==> config.mk <==
export PLATFORM = sky130hd
export DESIGN_NAME = display_scanout
export DESIGN_NICKNAME = d
export VERILOG_FILES = /design/src/rtl/display_pkg.sv /design/src/rtl/pixel_fifo.sv /design/src/rtl/display_scanout.sv
export SDC_FILE = /design/constraint.sdc
export NUM_CORES = 1
export LEC_CHECK = 0
export CAP_MARGIN = 20
export CORE_MARGIN = 2
export CORE_UTILIZATION = 59
export DETAILED_ROUTE_END_ITERATION = 8
export MAX_ROUTING_LAYER = met4
export PLACE_DENSITY = 0.77
export SYNTH_ARGS = -nofsm -noshare
export SYNTH_HDL_FRONTEND = slang
export SYNTH_SLANG_ARGS = --single-unit
==> constraint.sdc <==
create_clock -name clk_i -period 4.1 [get_ports clk_i]
set_input_delay 1.23 -clock clk_i [delete_from_list [all_inputs] [get_ports clk_i]]
set_output_delay 1.23 -clock clk_i [all_outputs]
set_load 0.02 [all_outputs]
==> src/rtl/display_pkg.sv <==
// Shared pixel type and default panel timing for the scan-out path.
package display_pkg;
   typedef logic [23:0] pixel_t;

   localparam int H_ACTIVE_DEF   = 480;
   localparam int H_FP_DEF       = 2;
   localparam int H_SYNC_DEF     = 41;
   localparam int H_BP_DEF       = 2;
   localparam int V_ACTIVE_DEF   = 272;
   localparam int V_FP_DEF       = 2;
   localparam int V_SYNC_DEF     = 10;
   localparam int V_BP_DEF       = 2;
   localparam int FIFO_DEPTH_DEF = 16;
endpackage

==> src/rtl/pixel_fifo.sv <==
// Synchronous pixel FIFO with combinational head read; zero-latency pop data.
// push is ignored when full, pop when empty; flush empties it and overrides both.
module pixel_fifo
   import display_pkg::*;
#(
   parameter int DEPTH = FIFO_DEPTH_DEF
)(
   input  logic   clk,
   input  logic   rst,
   input  logic   push,
   input  logic   pop,
   input  logic   flush,
   input  pixel_t push_dat,
   output pixel_t pop_dat,
   output logic   full,
   output logic   empty
);
   localparam int AW = $clog2(DEPTH);

   pixel_t          mem [DEPTH];
   logic [AW-1:0]   wr_ptr;
   logic [AW-1:0]   rd_ptr;
   logic [AW:0]     count;
   logic            do_push;
   logic            do_pop;

   assign full    = (count == (AW+1)'(DEPTH));
   assign empty   = (count == '0);
   assign do_push = push && !full && !flush;
   assign do_pop  = pop && !empty && !flush;
   assign pop_dat = mem[rd_ptr];

   // Pointers wrap naturally because DEPTH is a power of two.
   always_ff @(posedge clk or posedge rst) begin
      if (rst) begin
         wr_ptr <= '0;
         rd_ptr <= '0;
         count  <= '0;
      end else if (flush) begin
         wr_ptr <= '0;
         rd_ptr <= '0;
         count  <= '0;
      end else begin
         if (do_push) wr_ptr <= wr_ptr + 1'b1;
         if (do_pop)  rd_ptr <= rd_ptr + 1'b1;
         case ({do_push, do_pop})
            2'b10:   count <= count + 1'b1;
            2'b01:   count <= count - 1'b1;
            default: count <= count;
         endcase
      end
   end

   always_ff @(posedge clk) begin
      if (do_push) mem[wr_ptr] <= push_dat;
   end
endmodule

==> src/rtl/display_scanout.sv <==
// Raster timing generator draining a pixel FIFO onto registered RGB/DE/sync outputs.
// Outputs lag counter state by one clock; pixel_ready_o drops when full, in flush, or in reset.
module display_scanout
   import display_pkg::*;
#(
   parameter int H_ACTIVE   = H_ACTIVE_DEF,
   parameter int H_FP       = H_FP_DEF,
   parameter int H_SYNC     = H_SYNC_DEF,
   parameter int H_BP       = H_BP_DEF,
   parameter int V_ACTIVE   = V_ACTIVE_DEF,
   parameter int V_FP       = V_FP_DEF,
   parameter int V_SYNC     = V_SYNC_DEF,
   parameter int V_BP       = V_BP_DEF,
   parameter int FIFO_DEPTH = FIFO_DEPTH_DEF
)(
   input  logic   clk_i,
   input  logic   rst_i,
   input  logic   pixel_valid_i,
   output logic   pixel_ready_o,
   input  pixel_t pixel_data_i,
   output logic   frame_idx_o,
   output pixel_t rgb_o,
   output logic   de_o,
   output logic   hsync_o,
   output logic   vsync_o,
   output logic   underrun_o
);
   localparam int H_TOTAL  = H_ACTIVE + H_FP + H_SYNC + H_BP;
   localparam int V_TOTAL  = V_ACTIVE + V_FP + V_SYNC + V_BP;
   localparam int HW       = $clog2(H_TOTAL);
   localparam int VW       = $clog2(V_TOTAL);
   localparam int HS_START = H_ACTIVE + H_FP;
   localparam int HS_END   = HS_START + H_SYNC;
   localparam int VS_START = V_ACTIVE + V_FP;
   localparam int VS_END   = VS_START + V_SYNC;

   logic [HW-1:0] h_cnt;
   logic [VW-1:0] v_cnt;
   logic          h_wrap;
   logic          v_wrap;
   logic          active;
   logic          hsync_d;
   logic          vsync_d;
   logic          flush;
   logic          fifo_full;
   logic          fifo_empty;
   logic          push;
   logic          pop;
   pixel_t        fifo_dat;

   assign h_wrap  = (int'(h_cnt) == H_TOTAL - 1);
   assign v_wrap  = (int'(v_cnt) == V_TOTAL - 1);
   assign active  = (int'(h_cnt) < H_ACTIVE) && (int'(v_cnt) < V_ACTIVE);
   assign hsync_d = (int'(h_cnt) >= HS_START) && (int'(h_cnt) < HS_END);
   assign vsync_d = (int'(v_cnt) >= VS_START) && (int'(v_cnt) < VS_END);
   // First clock of vertical blanking: drop leftovers so the next frame starts aligned.
   assign flush   = (h_cnt == '0) && (int'(v_cnt) == V_ACTIVE);

   assign pixel_ready_o = !fifo_full && !flush && !rst_i;
   assign push          = pixel_valid_i && pixel_ready_o;
   assign pop           = active && !fifo_empty;

   pixel_fifo #(.DEPTH(FIFO_DEPTH)) u_fifo (
      .clk      (clk_i),
      .rst      (rst_i),
      .push     (push),
      .pop      (pop),
      .flush    (flush),
      .push_dat (pixel_data_i),
      .pop_dat  (fifo_dat),
      .full     (fifo_full),
      .empty    (fifo_empty)
   );

   always_ff @(posedge clk_i or posedge rst_i) begin
      if (rst_i) begin
         h_cnt <= '0;
         v_cnt <= '0;
      end else if (h_wrap) begin
         h_cnt <= '0;
         v_cnt <= v_wrap ? '0 : v_cnt + 1'b1;
      end else begin
         h_cnt <= h_cnt + 1'b1;
      end
   end

   always_ff @(posedge clk_i or posedge rst_i) begin
      if (rst_i) begin
         de_o        <= 1'b0;
         hsync_o     <= 1'b0;
         vsync_o     <= 1'b0;
         rgb_o       <= '0;
         underrun_o  <= 1'b0;
         frame_idx_o <= 1'b0;
      end else begin
         de_o        <= active;
         hsync_o     <= hsync_d;
         vsync_o     <= vsync_d;
         rgb_o       <= pop ? fifo_dat : '0;
         underrun_o  <= active && fifo_empty;
         frame_idx_o <= frame_idx_o ^ flush;
      end
   end
endmodule
==> results.txt, run 1 <==
pre-CTS worst setup slack: 0.0861 ns
count of cells resized by post-cts repair: 0
clock latency at the later pin of the worst-skew pair: 0.54 ns
slew margin rel.: 0.355
Critical Path Fanout Max: 5
summed area of non-filler cells in the final layout: 20,100 sq um
start point of the critical path: h_cnt[5]$_DFF_PP0_
static leakage: 6.71 nW
# port buffers: 56
Syn Std Cell Area: 17,300 sq um
most frequent cells in the layout: edfxtp_1 (384), mux4_2 (120), dfrtp_1 (58)
CTS tree: done
total clock buffers created by CTS: 44
post-synthesis cell type count: 47
setup slack of the critical path after layout: 0.214 ns
via/cell ratio: 6.41
buffers inserted during post-CTS setup optimization: 0
max frequency: 0.257 GHz
count of unresolved DRC violations after routing: 0
number of hold buffers added after CTS: 0
final routed wire length divided by cell count: 27.2 um
setup tns final: 0 ns
final weighted congestion of routability-driven global placement: 0.849
CP arrival: 2.66 ns
class of the tightest hold or removal check: register to register
Total Routed Length: 36.3 mm
Initial Util: 0.602
setup violators final: 0
internal power component: 0.00969 W
number of warnings issued by yosys: 0
RSZ-0062 raised after global routing: false
gate count of the mapped netlist: 813
vias in the first global route: 9,004
sequential-to-total area share from yosys stat: 0.754
dominant register cell in the synthesized netlist: edfxtp_1
placeable core region: 28,800 sq um
most common cell after layout, fill and taps aside: edfxtp_1
cell at the root of the clock tree: clkbuf_16
Die W: 175 um
CTS clock-pin slew for the worst setup and hold paths: 0.06 ns
post-route ant nets: 0
Synth Net Count: 854
GRT Resource Usage Total: 0.255
relative contribution of combinational cells to total power: 0.254
category of the critical setup timing path: register to output port
run status: completed
number of top-level pins: 57
detailed router's first-iteration violation count: 942
CP Capture Point: pixel_ready_o
depth of the most critical reg-to-reg path: 9
maximum vdd ir drop: 0.420 mV
slowest stage cell on the critical path: or4_1
initial antenna violation count: 0
kind of start point of the critical path: register
worst clock skew: 0.0200 ns
final layout net count: 958
Max Slew Vio Count: 0
flops & latches, synth: 445
post-synthesis area per instance: 21.3 sq um
number of levels the H-tree was split into: 2
wire length of the first global-routing pass: 55.5 mm
CP cell instances: or4_1, nor2_1, and3_1, a211oi_1, clkdlybuf4s50_1
Switching Share: 0.269
Power Density: 660 nW/um^2
largest net degree at the start of global routing: 53
sequential power share: 0.435
length of the first detailed-routing pass in iterations: 5
count of flip-flops with a built-in enable after synthesis: 384
vertical extent of the die: 175 um
Post-Place Cell Area: 18,600 sq um
Clock power frac: 0.311
CP required: 2.87 ns
global route overflow: 0
worst reg2reg startpoint: u_fifo.count[0]$_DFFE_PP0P_
routed vias: 8,568
slew of the pin with the lowest slew margin: 0.968 ns
Slowest Stage Delay on Critical Path: 0.61 ns
Hold WS: 0.469 ns
area added between synthesis and finish: 16.0%
critical register-to-register path endpoint: u_fifo.count[4]$_DFFE_PP0P_
Detail Placement HPWL: 20.5 mm
reg-to-reg slack, setup: 0.70 ns
number of hold-slack violations in the final timing report: 0
CP Capture Type: output port
share of async-settable or async-resettable flops after synthesis: 0.137
number of rows in the core area: 62
Die Footprint: 30,700 sq um
core occupancy in the finished layout: 0.698
post-layout minimum cycle time: 3.89 ns
sinks on the clock net: 445
Maximum Capacitance Violations: 0
share of post-route cells with drive strength above 1: 0.250
switching power summed over all nets: 0.00357 W
Max Root-Sink Buffers: 3
final worst path period share: 0.948
-- worst max-delay path, delay by kind of cell, from the launching register on --
family                 cells  cell delay [ns]
AO/OA/AOI/OAI              1             0.06
buffers and inverters      1             0.56
AND/OR/NAND/NOR            3             1.09
flip-flops                 1             0.43
-- cell type report --
type / instances / area, sq um
Sequential cell: 445 / 13100
Timing Repair Buffer: 95 / 928
Antenna cell: 1 / 2.50
Clock inverter: 23 / 318
Multi-Input combinational cell: 315 / 4050
Clock buffer: 58 / 1180
Fill cell: 1592 / 8690
Tap cell: 384 / 480
Inverter: 16 / 60.1
-- Yosys cell counts, types with 2 or more instances --
master | number | area, sq um
and3_1 | 8 | 50.1
a22o_1 | 3 | 26.3
buf_1 | 4 | 15.0
a21oi_1 | 4 | 20.0
edfxtp_1 | 384 | 11500
xor2_1 | 9 | 78.8
nor2_1 | 19 | 71.3
nor3_1 | 2 | 10.0
clkbuf_1 | 21 | 78.8
nand2_1 | 14 | 52.6
a211oi_1 | 2 | 15.0
and2_1 | 37 | 231
mux4_2 | 120 | 2700
o21ai_0 | 4 | 20.0
nand4_1 | 5 | 31.3
o31ai_1 | 3 | 22.5
ha_1 | 13 | 163
and4_1 | 4 | 35.0
nand3_1 | 16 | 80.1
buf_2 | 11 | 55.1
inv_1 | 15 | 56.3
nor2b_1 | 2 | 12.5
xnor2_1 | 9 | 78.8
or4_1 | 4 | 30.0
dfrtp_1 | 61 | 1530
nor4_1 | 4 | 25.0
o21ai_1 | 13 | 65.1
o2bb2ai_1 | 2 | 17.5
a31oi_1 | 2 | 12.5
-- power by group through the flow --
stage / clock network [W] / logic, W / registers (W)
floorplan: 0 / 0.00241 / 0.00569
global placement: 0 / 0.00315 / 0.00587
detailed placement: 0 / 0.00328 / 0.00591
CTS: 0.00418 / 0.00332 / 0.00584
global route: 0.00437 / 0.00360 / 0.00581
finish: 0.00412 / 0.00337 / 0.00577
-- cells by family (layout without fill, tap and decap cells) --
| family | after synthesis | after routing | synth area share |
|---|---|---|---|
| muxes | 121 | 121 | 0.157 |
| AOI/OAI and AO/OA | 42 | 42 | 0.0180 |
| and+or+nand+nor | 120 | 120 | 0.0389 |
| xor gates and xnor gates | 18 | 18 | 0.00911 |
| adders and majority gates | 14 | 14 | 0.0106 |
| DFF | 445 | 445 | 0.754 |
| buffers and inverters | 53 | 192 | 0.0125 |
| other | 0 | 1 | 0 |
-- metal layers --
| layer | track usage | vias to the layer above | wire (um) | part of all wire |
|---|---|---|---|---|
| li1 | - | 3548 | - | - |
| met1 | 0.336 | 4561 | 14200 | 0.39 |
| met2 | 0.412 | 386 | 18700 | 0.51 |
| met3 | 0.0455 | 73 | 2510 | 0.069 |
| met4 | 0.0806 | 0 | 951 | 0.026 |
| met5 | - | - | 0 | 0 |
-- sequential cells by signal (all words and copies together), names as in the netlist --
register / count
u_fifo.rd_ptr: 4
hsync_o: 1
u_fifo.mem: 384
de_o: 1
underrun_o: 1
u_fifo.wr_ptr: 4
rgb_o: 24
u_fifo.count: 5
h_cnt: 10
vsync_o: 1
frame_idx_o: 1
v_cnt: 9
-- worst min-delay path by stage --
stage                               start               endpoint  slack [ns]  depth (start not counted)
floorplan              h_cnt[8]$_DFF_PP0_     h_cnt[8]$_DFF_PP0_        0.46                          1
finish              frame_idx_o$_DFF_PP0_  frame_idx_o$_DFF_PP0_        0.47                          1
global placement    frame_idx_o$_DFF_PP0_  frame_idx_o$_DFF_PP0_        0.46                          1
detailed placement  frame_idx_o$_DFF_PP0_  frame_idx_o$_DFF_PP0_        0.47                          1
global route        frame_idx_o$_DFF_PP0_  frame_idx_o$_DFF_PP0_        0.49                          1
CTS                 frame_idx_o$_DFF_PP0_  frame_idx_o$_DFF_PP0_        0.48                          1
-- stage by stage --
stage	instances	total power [W]
after global placement	1253	0.00902
after floorplan	813	0.00810
after detailed placement	1253	0.00919
after CTS	1334	0.0133
final	1337	0.0133
after global routing	1336	0.0138
(Power assumes the default switching activity.)
==> run 2: changes to the inputs <==
--- a/config.mk
+++ b/config.mk
@@ -5,6 +5,7 @@
 export SDC_FILE = /design/constraint.sdc
 export NUM_CORES = 1
 export LEC_CHECK = 0
+export ABC_CLOCK_PERIOD_IN_PS = 4100
 export CAP_MARGIN = 20
 export CORE_MARGIN = 2
 export CORE_UTILIZATION = 59
==> results of run 2 <==
The final DEF is identical to that of run 1; final timing and power are the same.
